==> config.mk <==
export PLATFORM = sky130hd
export DESIGN_NAME = capture_frame_scheduler_flat
export DESIGN_NICKNAME = d
export VERILOG_FILES = /design/src/rtl/capture_frame_scheduler_if.sv /design/src/rtl/capture_frame_scheduler.sv /design/src/flat_wrapper.sv
export SDC_FILE = /design/constraint.sdc
export NUM_CORES = 1
export LEC_CHECK = 0
export CORE_MARGIN = 5
export CORE_UTILIZATION = 45
export CTS_CLUSTER_SIZE = 30
export DETAILED_ROUTE_END_ITERATION = 8
export GPL_TIMING_DRIVEN = 0
export PLACE_DENSITY = 0.75
export SYNTH_ARGS = -nofsm -noshare
export SYNTH_HDL_FRONTEND = slang
export SYNTH_SLANG_ARGS = --single-unit
==> constraint.sdc <==
create_clock -name vid_clk -period 5.73 [get_ports vid_clk]
set_clock_uncertainty 0.2 [all_clocks]
set_input_delay 1.146 -clock vid_clk [delete_from_list [all_inputs] [get_ports vid_clk]]
set_output_delay 1.146 -clock vid_clk [all_outputs]
set_load 0.03 [all_outputs]
==> src/rtl/capture_frame_scheduler_if.sv <==
// capture_frame_scheduler_if: bundles the video timing, command, reader-lock
// and write-path signals of the capture frame scheduler.
// Signals:
//   vsync_n, de              video timing from the capture source
//   cmd_start/mode/stop      capture commands (one-cycle pulses)
//   rd_lock, rd_idx          buffer currently held by the readout side
//   capture_sig, wr_idx,     write-path enable, buffer index and byte base
//   wr_base
//   frame_done, done_idx,    publish pulse, newest valid buffer and its flag
//   done_valid
//   err_frame, busy,         bad-frame pulse, activity flag, publish counter
//   frame_cnt
// Modports: master = environment driving video/commands, slave = scheduler.
interface capture_frame_scheduler_if;
  logic        vsync_n;
  logic        de;
  logic        cmd_start;
  logic        cmd_mode;
  logic        cmd_stop;
  logic        rd_lock;
  logic [1:0]  rd_idx;
  logic        capture_sig;
  logic [1:0]  wr_idx;
  logic [31:0] wr_base;
  logic        frame_done;
  logic [1:0]  done_idx;
  logic        done_valid;
  logic        err_frame;
  logic        busy;
  logic [15:0] frame_cnt;

  modport master (
    output vsync_n, de, cmd_start, cmd_mode, cmd_stop, rd_lock, rd_idx,
    input  capture_sig, wr_idx, wr_base, frame_done, done_idx, done_valid,
           err_frame, busy, frame_cnt
  );

  modport slave (
    input  vsync_n, de, cmd_start, cmd_mode, cmd_stop, rd_lock, rd_idx,
    output capture_sig, wr_idx, wr_base, frame_done, done_idx, done_valid,
           err_frame, busy, frame_cnt
  );
endinterface

==> src/rtl/capture_frame_scheduler.sv <==
// capture_frame_scheduler: sequences video-frame captures into a ring of DRAM
// frame buffers, validates each frame by its active line count and publishes
// the newest complete buffer while steering around the buffer the reader holds.
// Ports:
//   vid_clk  video clock, all logic on its rising edge
//   rst      synchronous, active-high reset
//   bus      capture_frame_scheduler_if.slave: timing/commands/reader lock in;
//            capture enable, write buffer index/base, publish and error
//            pulses, busy and published-frame counter out
module capture_frame_scheduler #(
  parameter int unsigned NUM_BUFS    = 3,
  parameter logic [31:0] BASE_ADDR   = 32'h0000_0000,
  parameter logic [31:0] BUF_STRIDE  = 32'h0080_0000,
  parameter int unsigned FRAME_LINES = 900
) (
  input logic                      vid_clk,
  input logic                      rst,
  capture_frame_scheduler_if.slave bus
);
  localparam int unsigned IDX_W  = 2;
  localparam int unsigned LINE_W = 12;
  localparam int unsigned CNT_W  = 16;
  localparam int unsigned SUM_W  = 3;
  localparam logic [LINE_W-1:0] LINE_MAX  = '1;
  localparam logic [LINE_W-1:0] LINES_REQ = LINE_W'(FRAME_LINES);

  typedef enum logic [1:0] {IDLE, ARMED, CAPTURE, DRAIN} state_t;

  state_t             state_q;
  logic               mode_q;
  logic               capture_sig_q;
  logic               busy_q;
  logic [1:0]         vsync_q;
  logic [1:0]         de_q;
  logic [LINE_W-1:0]  line_cnt_q;
  logic [IDX_W-1:0]   wr_idx_q;
  logic [31:0]        wr_base_q;
  logic               frame_done_q;
  logic               err_frame_q;
  logic [IDX_W-1:0]   done_idx_q;
  logic               done_valid_q;
  logic [CNT_W-1:0]   frame_cnt_q;
  logic [IDX_W-1:0]   next_idx_d;

  logic fe_c;
  logic de_fall_c;
  logic counting_c;
  logic validate_c;
  logic frame_ok_c;

  // (idx + inc) mod NUM_BUFS; idx < NUM_BUFS <= 4 so one subtraction suffices
  function automatic logic [IDX_W-1:0] ring_add(input logic [IDX_W-1:0] idx,
                                                 input logic [SUM_W-1:0] inc);
    logic [SUM_W-1:0] s;
    s = SUM_W'(idx) + inc;
    if (s >= SUM_W'(NUM_BUFS)) s = s - SUM_W'(NUM_BUFS);
    return s[IDX_W-1:0];
  endfunction

  // Two-stage synchronizers; bit 0 is the newer sample
  always_ff @(posedge vid_clk) begin
    if (rst) begin
      vsync_q <= 2'b00;
      de_q    <= 2'b00;
    end else begin
      vsync_q <= {vsync_q[0], ~bus.vsync_n};
      de_q    <= {de_q[0], bus.de};
    end
  end

  assign fe_c       = (vsync_q == 2'b01);
  assign de_fall_c  = (de_q == 2'b10);
  assign counting_c = (state_q == CAPTURE) || (state_q == DRAIN);
  assign validate_c = fe_c && counting_c;
  assign frame_ok_c = (line_cnt_q == LINES_REQ);

  // Next write buffer: skip the locked one; fall back to reusing the current buffer
  always_comb begin
    next_idx_d = ring_add(wr_idx_q, SUM_W'(1));
    if (bus.rd_lock && (bus.rd_idx == next_idx_d)) begin
      next_idx_d = ring_add(wr_idx_q, SUM_W'(2));
      if (bus.rd_idx == next_idx_d) next_idx_d = wr_idx_q;
    end
  end

  // Capture sequencer, line counter and publish logic
  always_ff @(posedge vid_clk) begin
    if (rst) begin
      state_q       <= IDLE;
      mode_q        <= 1'b0;
      capture_sig_q <= 1'b0;
      busy_q        <= 1'b0;
      line_cnt_q    <= '0;
      wr_idx_q      <= '0;
      frame_done_q  <= 1'b0;
      err_frame_q   <= 1'b0;
      done_idx_q    <= '0;
      done_valid_q  <= 1'b0;
      frame_cnt_q   <= '0;
    end else begin
      frame_done_q <= 1'b0;
      err_frame_q  <= 1'b0;

      if (counting_c && de_fall_c && (line_cnt_q != LINE_MAX))
        line_cnt_q <= line_cnt_q + LINE_W'(1);

      if (validate_c) begin
        if (frame_ok_c) begin
          frame_done_q <= 1'b1;
          done_idx_q   <= wr_idx_q;
          done_valid_q <= 1'b1;
          frame_cnt_q  <= frame_cnt_q + CNT_W'(1);
        end else begin
          err_frame_q <= 1'b1;
        end
      end

      case (state_q)
        IDLE: begin
          if (bus.cmd_start && !bus.cmd_stop) begin
            state_q       <= ARMED;
            capture_sig_q <= 1'b1;
            busy_q        <= 1'b1;
            mode_q        <= bus.cmd_mode;
          end
        end
        ARMED: begin
          if (bus.cmd_stop) begin
            state_q       <= IDLE;
            capture_sig_q <= 1'b0;
            busy_q        <= 1'b0;
          end else if (fe_c) begin
            // Write path samples capture_sig high at this edge, so single mode can drop it now
            state_q    <= CAPTURE;
            line_cnt_q <= '0;
            if (!mode_q) capture_sig_q <= 1'b0;
          end
        end
        CAPTURE: begin
          if (fe_c) begin
            line_cnt_q <= '0;
            if (!mode_q || bus.cmd_stop) begin
              state_q       <= IDLE;
              capture_sig_q <= 1'b0;
              busy_q        <= 1'b0;
            end else if (frame_ok_c) begin
              wr_idx_q <= next_idx_d;
            end
          end else if (bus.cmd_stop) begin
            state_q       <= DRAIN;
            capture_sig_q <= 1'b0;
          end
        end
        DRAIN: begin
          if (fe_c) begin
            state_q    <= IDLE;
            busy_q     <= 1'b0;
            line_cnt_q <= '0;
          end
        end
        default: state_q <= IDLE;
      endcase
    end
  end

  // Buffer base follows wr_idx one cycle later and only moves when it does
  always_ff @(posedge vid_clk) begin
    if (rst) wr_base_q <= BASE_ADDR;
    else     wr_base_q <= BASE_ADDR + (32'(wr_idx_q) * BUF_STRIDE);
  end

  assign bus.capture_sig = capture_sig_q;
  assign bus.wr_idx      = wr_idx_q;
  assign bus.wr_base     = wr_base_q;
  assign bus.frame_done  = frame_done_q;
  assign bus.done_idx    = done_idx_q;
  assign bus.done_valid  = done_valid_q;
  assign bus.err_frame   = err_frame_q;
  assign bus.busy        = busy_q;
  assign bus.frame_cnt   = frame_cnt_q;
endmodule

==> src/flat_wrapper.sv <==
// flat-port wrapper written by rule: the top's interface ports become plain ports
module capture_frame_scheduler_flat 
#(
  parameter int unsigned NUM_BUFS    = 3,
  parameter logic [31:0] BASE_ADDR   = 32'h0000_0000,
  parameter logic [31:0] BUF_STRIDE  = 32'h0080_0000,
  parameter int unsigned FRAME_LINES = 900
)
  (vid_clk, rst, bus_vsync_n, bus_de, bus_cmd_start, bus_cmd_mode, bus_cmd_stop, bus_rd_lock, bus_rd_idx, bus_capture_sig, bus_wr_idx, bus_wr_base, bus_frame_done, bus_done_idx, bus_done_valid, bus_err_frame, bus_busy, bus_frame_cnt);
  capture_frame_scheduler_if bus_i ();
  input logic vid_clk;
  input logic rst;
  input wire logic [$bits(bus_i.vsync_n)-1:0] bus_vsync_n;
  input wire logic [$bits(bus_i.de)-1:0] bus_de;
  input wire logic [$bits(bus_i.cmd_start)-1:0] bus_cmd_start;
  input wire logic [$bits(bus_i.cmd_mode)-1:0] bus_cmd_mode;
  input wire logic [$bits(bus_i.cmd_stop)-1:0] bus_cmd_stop;
  input wire logic [$bits(bus_i.rd_lock)-1:0] bus_rd_lock;
  input wire logic [$bits(bus_i.rd_idx)-1:0] bus_rd_idx;
  output wire logic [$bits(bus_i.capture_sig)-1:0] bus_capture_sig;
  output wire logic [$bits(bus_i.wr_idx)-1:0] bus_wr_idx;
  output wire logic [$bits(bus_i.wr_base)-1:0] bus_wr_base;
  output wire logic [$bits(bus_i.frame_done)-1:0] bus_frame_done;
  output wire logic [$bits(bus_i.done_idx)-1:0] bus_done_idx;
  output wire logic [$bits(bus_i.done_valid)-1:0] bus_done_valid;
  output wire logic [$bits(bus_i.err_frame)-1:0] bus_err_frame;
  output wire logic [$bits(bus_i.busy)-1:0] bus_busy;
  output wire logic [$bits(bus_i.frame_cnt)-1:0] bus_frame_cnt;
  assign bus_i.vsync_n = bus_vsync_n;
  assign bus_i.de = bus_de;
  assign bus_i.cmd_start = bus_cmd_start;
  assign bus_i.cmd_mode = bus_cmd_mode;
  assign bus_i.cmd_stop = bus_cmd_stop;
  assign bus_i.rd_lock = bus_rd_lock;
  assign bus_i.rd_idx = bus_rd_idx;
  assign bus_capture_sig = bus_i.capture_sig;
  assign bus_wr_idx = bus_i.wr_idx;
  assign bus_wr_base = bus_i.wr_base;
  assign bus_frame_done = bus_i.frame_done;
  assign bus_done_idx = bus_i.done_idx;
  assign bus_done_valid = bus_i.done_valid;
  assign bus_err_frame = bus_i.err_frame;
  assign bus_busy = bus_i.busy;
  assign bus_frame_cnt = bus_i.frame_cnt;
  capture_frame_scheduler #(.NUM_BUFS(NUM_BUFS), .BASE_ADDR(BASE_ADDR), .BUF_STRIDE(BUF_STRIDE), .FRAME_LINES(FRAME_LINES)) u_core (.vid_clk(vid_clk), .rst(rst), .bus(bus_i));
endmodule
[Word-level counts from Yosys, hierarchy flattened]
Cells that the tools add are included.
Storage, ports and cells
  register bits after elaboration: 76
  input bits: 10
  output and inout bits: 57
  logic and storage cells: 94
Operators by class
  add/subtract/negate cells: 6
  order comparisons: 2
  equal/unequal tests: 19
  multiplexer cells: 30
  bitwise logic cells: 3
  reduce and logical (&&, ||, !) cells: 19
Operators by type and width (number)
  12-bit 2-to-1 mux: 3
  2-bit 2-to-1 mux: 12
  12-bit one-hot mux with 2 select lines: 1
  16-bit by 1-bit adder with 16-bit output (second input constant): 1
  5-bit AND reduction: 3
  12-bit by 1-bit adder with 12-bit output (second input constant): 1
  12-bit by 10-bit equality test with 1-bit output (second input constant): 1
  12-bit != test (second input constant): 1
  1-bit 2-to-1 mux: 11
  2-bit one-hot mux with 4 select lines: 1
  2-bit equality test (second input constant): 3
  3-bit by 2-bit >= comparator with 1-bit output (second input constant): 2
  2-bit by 1-bit != test with 1-bit output (second input constant): 3
  2-bit != test (second input constant): 3
  3-bit by 2-bit != test with 1-bit output (second input constant): 2
  3-bit != test (second input constant): 2
  6-bit AND reduction: 1
  1-bit logical AND: 5
  2-bit by 1-bit equality test with 1-bit output (second input constant): 2
  2-bit equality test: 2
  1-bit one-hot mux with 4 select lines: 1
  2-bit AND reduction: 2
  2-bit OR reduction: 2
  2-bit subtractor (second input constant): 2
  other kinds (8): 12

[Longest topological paths before layout]
Gate-level depths: netlist (run 1).
  word-level depth: 9
  mapped depth: 8

[Worst setup path before layout (run 1)]
No wires, ideal clock.
  path type: in2reg
  start point: in bus_cmd_stop
  end point: reg u_core.wr_idx_q[0] (netlist: u_core.bus.wr_idx[0])
  setup time: 87 ps
  arrival: 2020 ps
  setup slack: 3422 ps
  stages: 4
  cell sequence: nor3_1 o2111a_2 or4b_1 o31ai_1
Between the ends
  longest elaborated chain between the ends: 3
RTL lines
  start: declaration: line flat_wrapper.sv:17  | input wire logic [$bits(bus_i.cmd_stop)-1:0] bus_cmd_stop;
  1-bit logical OR: line capture_frame_scheduler.sv:142  | if (!mode_q || bus.cmd_stop) begin
  1-bit inverter (no source line)
  5-bit AND reduction (no source line)
  end signal: assignment: line capture_frame_scheduler.sv:147  | wr_idx_q <= next_idx_d;
  end: declaration: line capture_frame_scheduler.sv:36  | logic [IDX_W-1:0] wr_idx_q;
Every way passes these cells.
A chain may end at the register's enable or synchronous reset.

[Worst setup path after layout (run 1)]
  start point: reg u_core.frame_cnt_q[9] (netlist: u_core.bus.frame_cnt[9])
  end point: out bus_frame_cnt[9]
RTL lines
  start: declaration: line capture_frame_scheduler.sv:42  | logic [CNT_W-1:0] frame_cnt_q;
  start signal: assignment: line capture_frame_scheduler.sv:112  | frame_cnt_q <= frame_cnt_q + CNT_W'(1);
  end: declaration: line flat_wrapper.sv:28  | output wire logic [$bits(bus_i.frame_cnt)-1:0] bus_frame_cnt;
No word-level cell between the ends.

==> results.json, run 1 <==
{
  "post-route-cell-area_mm2": 0.00314,
  "worst-endpoint-required_ns": 4.38,
  "placementRows": 27,
  "final.setup.tns_ns": 0,
  "syn-mean-instance-area_um2": 8.64,
  "syn-instance-count": 291,
  "via_density_per_instance": 4.89,
  "clock_power_share_pct": 30.5,
  "fp.dieArea_mm2": 0.00718,
  "worst_path_dominant_cell_family": "buffers and inverters",
  "layout_commonest_cell": "sky130_fd_sc_hd__dfxtp_1",
  "proportion_of_total_power_due_to_net_switching_pct": 27.9,
  "grt_start_max_net_pins": 13,
  "clk-insertion-delay-late_ns": 0.30,
  "clockBufferDepth": 2,
  "cts.sink_count": 46,
  "tritoncts": "built",
  "drive_gt1_share_pct": 13.5,
  "hpwlAfterDp_um": 3820,
  "critical_path_buf_inv_count": 1,
  "place_congestion": 0.787,
  "start_util_pct": 45.9,
  "drc": 0,
  "power_per_cell_area_mw_per_mm2": 198,
  "n_antenna_cell": 0,
  "run_status": "finished, final reports clean",
  "num-nets-final": 382,
  "cts-htree-levels": 2,
  "share_comb_of_total_power_pct": 16.6,
  "boundaryPins": 67,
  "die_w_um": 84.7,
  "groute.usage.overall_pct": 13.8,
  "postRouteWirelength_um": 5000,
  "post-route-period-util_pct": 49.1,
  "p_leak_nw": 1.21,
  "numCtsBuffers": 5,
  "synthFlopType": "sky130_fd_sc_hd__dfxtp_1",
  "globalRouteOverflowTotal": 0,
  "critical-path-slowest-cell": "sky130_fd_sc_hd__clkdlybuf4s50_1",
  "timing.max_cap.violations": 0,
  "ant_nets": 0,
  "final_util_pct": 57.4,
  "core_area_mm2": 0.00547,
  "clk_root_buffer_cell": "sky130_fd_sc_hd__clkbuf_8",
  "area_added_between_synthesis_and_finish_pct": 24.9,
  "die-height_um": 84.7,
  "worst_path_largest_cell_delay_ns": 0.72,
  "p_seq_share_pct": 52.9,
  "synth_sequential_area_ratio_pct": 36.6,
  "finalWorstPathRequiredPeriod_ns": 2.81,
  "total_switching_power_mw": 0.174,
  "worst-path-max-fanout": 6,
  "layout.filler_cells": 511,
  "antenna_found_initial": 0,
  "first_pass_grt_wire_length_um": 8220,
  "post_synth_edffs": 0,
  "port-buffer-count": 35,
  "synthesis.area_mm2": 0.00251,
  "asyncSetResetFlopFracSynth_pct": 0,
  "total_chip_power_mw": 0.622,
  "ir_drop_mv": 0.0972,
  "routedWlPerCell_um": 11.5,
  "post_synth_num_cell_types": 45,
  "crit_arrival_ns": 1.47,
  "fmaxAchievable_ghz": 0.356,
  "unrepaired_setup_endpoints_after_global_routing": "false",
  "detailedRoute.firstPassIterationCount": 4,
  "crit_type": "register to output pin",
  "worstHoldPathType": "register to register",
  "max_slew_violation_count": 0,
  "cts.reportedPaths.clkPinSlew_ns": 0.08,
  "via_count": 2122,
  "worst_setup_path_start_kind": "register",
  "final-setup-viol-count": 0,
  "number_of_global_route_vias_before_repair": 1879,
  "cts-hold-fix-buffers": 0,
  "post-cts-setup-buffers": 0,
  "cts_resized": 0,
  "cellInternalPower_mw": 0.449,
  "end_kind": "output pin",
  "yosys_warnings": 0,
  "most-common-layout-cells": "sky130_fd_sc_hd__dfxtp_1, sky130_fd_sc_hd__nor2_1, sky130_fd_sc_hd__clkdlybuf4s50_1",
  "slew_headroom_pct": 60.9,
  "drt_iter0_drc": 86,
  "crit_chain": "clkdlybuf4s50_1",
  "placed_cell_area_mm2": 0.00306,
  "worst_pin_slew_ns": 0.581,
  "hold_violations": 0,
  "synth_seq_cells": 46
}
synthesized netlist by cell type, types with 2 or more instances:
| master | instances | area [µm²] |
|---|---|---|
| sky130_fd_sc_hd__dfxtp_1 | 46 | 921 |
| sky130_fd_sc_hd__nor2_1 | 40 | 150 |
| sky130_fd_sc_hd__buf_4 | 31 | 233 |
| sky130_fd_sc_hd__nand2_1 | 18 | 67.6 |
| sky130_fd_sc_hd__xnor2_1 | 16 | 140 |
| sky130_fd_sc_hd__nand3_1 | 13 | 65.1 |
| sky130_fd_sc_hd__a21oi_1 | 11 | 55.1 |
| sky130_fd_sc_hd__ha_1 | 10 | 125 |
| sky130_fd_sc_hd__inv_1 | 10 | 37.5 |
| sky130_fd_sc_hd__nand4_1 | 9 | 56.3 |
| sky130_fd_sc_hd__nor4_1 | 9 | 56.3 |
| sky130_fd_sc_hd__xor2_1 | 8 | 70.1 |
| sky130_fd_sc_hd__o21ai_0 | 7 | 35.0 |
| sky130_fd_sc_hd__clkbuf_1 | 6 | 22.5 |
| sky130_fd_sc_hd__nor3_1 | 6 | 30.0 |
| sky130_fd_sc_hd__nor2b_1 | 5 | 31.3 |
| sky130_fd_sc_hd__nor4_2 | 5 | 62.6 |
| sky130_fd_sc_hd__mux2i_1 | 4 | 40.0 |
| sky130_fd_sc_hd__a211oi_1 | 3 | 22.5 |
| sky130_fd_sc_hd__and3_1 | 3 | 18.8 |
| sky130_fd_sc_hd__nand2b_1 | 3 | 18.8 |
| sky130_fd_sc_hd__and2_1 | 2 | 12.5 |
| sky130_fd_sc_hd__and4_1 | 2 | 17.5 |
| sky130_fd_sc_hd__nand3b_1 | 2 | 15.0 |
| sky130_fd_sc_hd__o21a_1 | 2 | 15.0 |
state kept, by name (all words and copies together) (netlist names), 2 cells and up:
register / flops
u_core.bus.done_idx: 2
u_core.state_q: 2
u_core.bus.wr_idx: 2
u_core.bus.wr_base: 2
u_core.vsync_q: 2
u_core.de_q: 2
u_core.line_cnt_q: 12
u_core.bus.frame_cnt: 16
logic make-up (layout without fill, tap and decap cells):
| group | Yosys count | after routing | share of synthesized area [%] |
|---|---|---|---|
| buffers and inverters | 49 | 91 | 12.3 |
| flip-flops | 46 | 46 | 36.6 |
| AND/OR/NAND/NOR | 126 | 126 | 28.2 |
| other | 1 | 30 | 0.149 |
| AO/OA/AOI/OAI | 30 | 30 | 7.37 |
| multiplexers | 5 | 5 | 2.04 |
| adder cells (fa/ha/maj) | 10 | 10 | 4.98 |
| XOR/XNOR | 24 | 24 | 8.36 |
path summary, 6_finish.rpt:
path,slack [ns],start,depth (start not counted),endpoint
max,2.92,u_core.bus.frame_cnt[9]$_SDFFE_PP0P_,1,bus_frame_cnt[9]
min,0.27,u_core.de_q[0]$_SDFF_PP0_,1,u_core.de_q[1]$_SDFF_PP0_
max reg2reg,3.46,u_core.state_q[0]$_SDFFE_PP0P_,8,u_core.bus.frame_cnt[9]$_SDFFE_PP0P_
min reg2reg,0.27,u_core.de_q[0]$_SDFF_PP0_,1,u_core.de_q[1]$_SDFF_PP0_
power groups by stage:
stage                     logic (mW)  registers, mW  clock network, mW
after floorplan               0.0759          0.341                  0
after global placement         0.101          0.336                  0
after detailed placement       0.102          0.337                  0
after CTS                      0.102          0.329              0.196
after global routing           0.112          0.330              0.204
final                          0.103          0.329              0.190
per-stage QoR:
stage          cells  worst slack, ns  hold WS (ns)
2_1_floorplan    320             3.42         0.229
4_1_cts          434             2.91         0.270
3_5_place_dp     427             2.76         0.256
6_report         434             2.92         0.266
3_3_place_gp     427             2.78         0.242
5_1_grt          434             2.83         0.280
routing by layer:
layer | share of wire (%) | global-route usage [%] | vias up | wire, µm
met2 | 48 | 24.6 | 51 | 2390
met1 | 45 | 16.2 | 975 | 2230
li1 | - | - | 1089 | -
met5 | 0 | 0 | - | 0
met4 | 0.88 | 3.02 | 0 | 44
met3 | 6.7 | 4.12 | 7 | 334
cell type report:
| type | instances | area (µm²) | area share (%) |
|---|---|---|---|
| clock buffers | 7 | 76.3 | 2.43 |
| multi-input cells | 225 | 1390 | 44.4 |
| inverters | 10 | 37.5 | 1.20 |
| well taps | 72 | 90.1 | 2.87 |
| flip-flops and latches | 46 | 921 | 29.3 |
| plain buffers | 39 | 272 | 8.65 |
| repair buffers | 35 | 350 | 11.2 |
(Power assumes the default switching activity.)
==> run 2, diff against run 1 <==
- CORE_UTILIZATION: 45 -> 44
- PLACE_DENSITY: 0.75 -> 0.77
- clock period: 5.73 -> 2.32 ns (I/O delays scaled with it)
==> results.json, run 2 (synthesis gave the netlist of run 1 again) <==
{
  "n_antenna_cell": 0,
  "layout_commonest_cell": "sky130_fd_sc_hd__dfxtp_1",
  "place_congestion": 0.803,
  "final_cell_count_no_fill": 434,
  "postRouteWirelength_um": 5110,
  "ir_drop_mv": 0.248,
  "detailedRoute.firstPassIterationCount": 4,
  "clk_root_buffer_cell": "sky130_fd_sc_hd__clkbuf_8",
  "antenna_found_initial": 0,
  "port-buffer-count": 35,
  "worst-endpoint-required_ns": 2.29,
  "placementRows": 27,
  "final-setup-viol-count": 0,
  "groute.usage.overall_pct": 14.0,
  "end_kind": "register",
  "run_status": "finished, final reports clean",
  "via_count": 2095,
  "drc": 0,
  "core_area_mm2": 0.00554,
  "unrepaired_setup_endpoints_after_global_routing": "false",
  "first_pass_grt_wire_length_um": 8570,
  "place.detailed.instances": 427,
  "slew_headroom_pct": 61.0,
  "most-common-layout-cells": "sky130_fd_sc_hd__dfxtp_1, sky130_fd_sc_hd__nor2_1, sky130_fd_sc_hd__clkdlybuf4s50_1",
  "postLayoutSetupSlackWorst_ns": 0.160,
  "cts.sink_count": 46,
  "area_taken_by_flip_flops_and_latches_um2": 921,
  "clk-insertion-delay-late_ns": 0.30,
  "fp.dieArea_mm2": 0.00732,
  "power_per_cell_area_mw_per_mm2": 484,
  "die-height_um": 85.6,
  "routedWlPerCell_um": 11.8,
  "clockBufferDepth": 2,
  "final.setup.tns_ns": 0,
  "timing.max_cap.violations": 0,
  "grt_start_max_net_pins": 13,
  "start_util_pct": 45.4,
  "via_density_per_instance": 4.83,
  "crit_type": "register to register",
  "boundaryPins": 67,
  "worst-path-max-fanout": 10,
  "drive_gt1_share_pct": 14.1,
  "max_slew_violation_count": 0,
  "p_leak_nw": 1.21,
  "hpwlAfterDp_um": 4020,
  "area_added_between_synthesis_and_finish_pct": 25.1,
  "worst_pin_slew_ns": 0.579,
  "post-place-ws_ns": 0.0371,
  "layout.filler_cells": 523,
  "fmaxAchievable_ghz": 0.463,
  "number_of_global_route_vias_before_repair": 1906,
  "die_w_um": 85.6,
  "ant_nets": 0,
  "worst_setup_path_start_kind": "register",
  "post-route-period-util_pct": 93.1,
  "drt_iter0_drc": 74,
  "number_of_flip_flops_in_the_largest_register": 16,
  "cts.reportedPaths.clkPinSlew_ns": 0.08,
  "crit_arrival_ns": 2.13,
  "numCtsBuffers": 5,
  "num-nets-final": 382,
  "cts-htree-levels": 2,
  "combined_area_of_the_multi_input_logic_cells_mm2": 0.00140,
  "tritoncts": "built",
  "hold_violations": 0,
  "worstHoldPathType": "register to register",
  "finalWorstPathRequiredPeriod_ns": 2.16,
  "globalRouteOverflowTotal": 0
}
==> run 2: path summary, 6_finish.rpt <==
path,start,to,slack (ns),depth (start not counted)
max,u_core.state_q[0]$_SDFFE_PP0P_,u_core.bus.frame_cnt[4]$_SDFFE_PP0P_,0.16,8
min,u_core.de_q[0]$_SDFF_PP0_,u_core.de_q[1]$_SDFF_PP0_,0.27,1
max reg2reg,u_core.state_q[0]$_SDFFE_PP0P_,u_core.bus.frame_cnt[4]$_SDFFE_PP0P_,0.16,8
min reg2reg,u_core.de_q[0]$_SDFF_PP0_,u_core.de_q[1]$_SDFF_PP0_,0.27,1
==> run 2: per-layer routing <==
| metal | global-route usage (%) | share of wire (%) | up-vias |
|---|---|---|---|
| met5 | 0 | 0 | - |
| met1 | 17.3 | 43 | 949 |
| met4 | 3.31 | 0.86 | 0 |
| met2 | 24.1 | 49 | 56 |
| li1 | - | - | 1085 |
| met3 | 4.03 | 7.3 | 5 |
==> run 2: critical path: stages (launching register included) <==
cell and delay, ns:
sky130_fd_sc_hd__dfxtp_1 0.35, sky130_fd_sc_hd__inv_1 0.12, sky130_fd_sc_hd__ha_2 0.25, sky130_fd_sc_hd__nor2_2 0.10
sky130_fd_sc_hd__nand3b_2 0.31, sky130_fd_sc_hd__buf_4 0.24, sky130_fd_sc_hd__nor4_2 0.27, sky130_fd_sc_hd__xnor2_1 0.16
sky130_fd_sc_hd__nor2_1 0.05
==> run 2: power breakdown <==
group	total (mW)	switching (mW)	internal (mW)
Combinational	0.255	0.158	0.0970
Sequential	0.814	0.0102	0.804
Clock	0.454	0.246	0.208
Total	1.52	0.414	1.11
==> run 2: repair_timing <==
item | in CTS | in global routing
setup endpoints to repair | 0 | 13
setup buffers | 0 | 0
gates resized for setup | 0 | 2
hold buffers | 0 | 0
==> run 2: layout make-up <==
class | instances | share of cell area, %
multi-input cells | 225 | 44.4
flip-flops and latches | 46 | 29.3
repair buffers | 35 | 11.1
plain buffers | 39 | 8.64
well taps | 72 | 2.87
clock buffers | 7 | 2.43
inverters | 10 | 1.19
==> run 2: metrics by stage <==
step | util, % | area (µm²) | total power, mW | hold slack (ns)
after floorplan | - | 2620 | 1.03 | 0.229
after global placement | 55.3 | 3060 | 1.08 | 0.242
after detailed placement | 55.3 | 3060 | 1.08 | 0.267
after CTS | 56.7 | 3140 | 1.53 | 0.280
after global routing | 56.8 | 3140 | 1.60 | 0.296
final | 56.8 | 3140 | 1.52 | 0.274
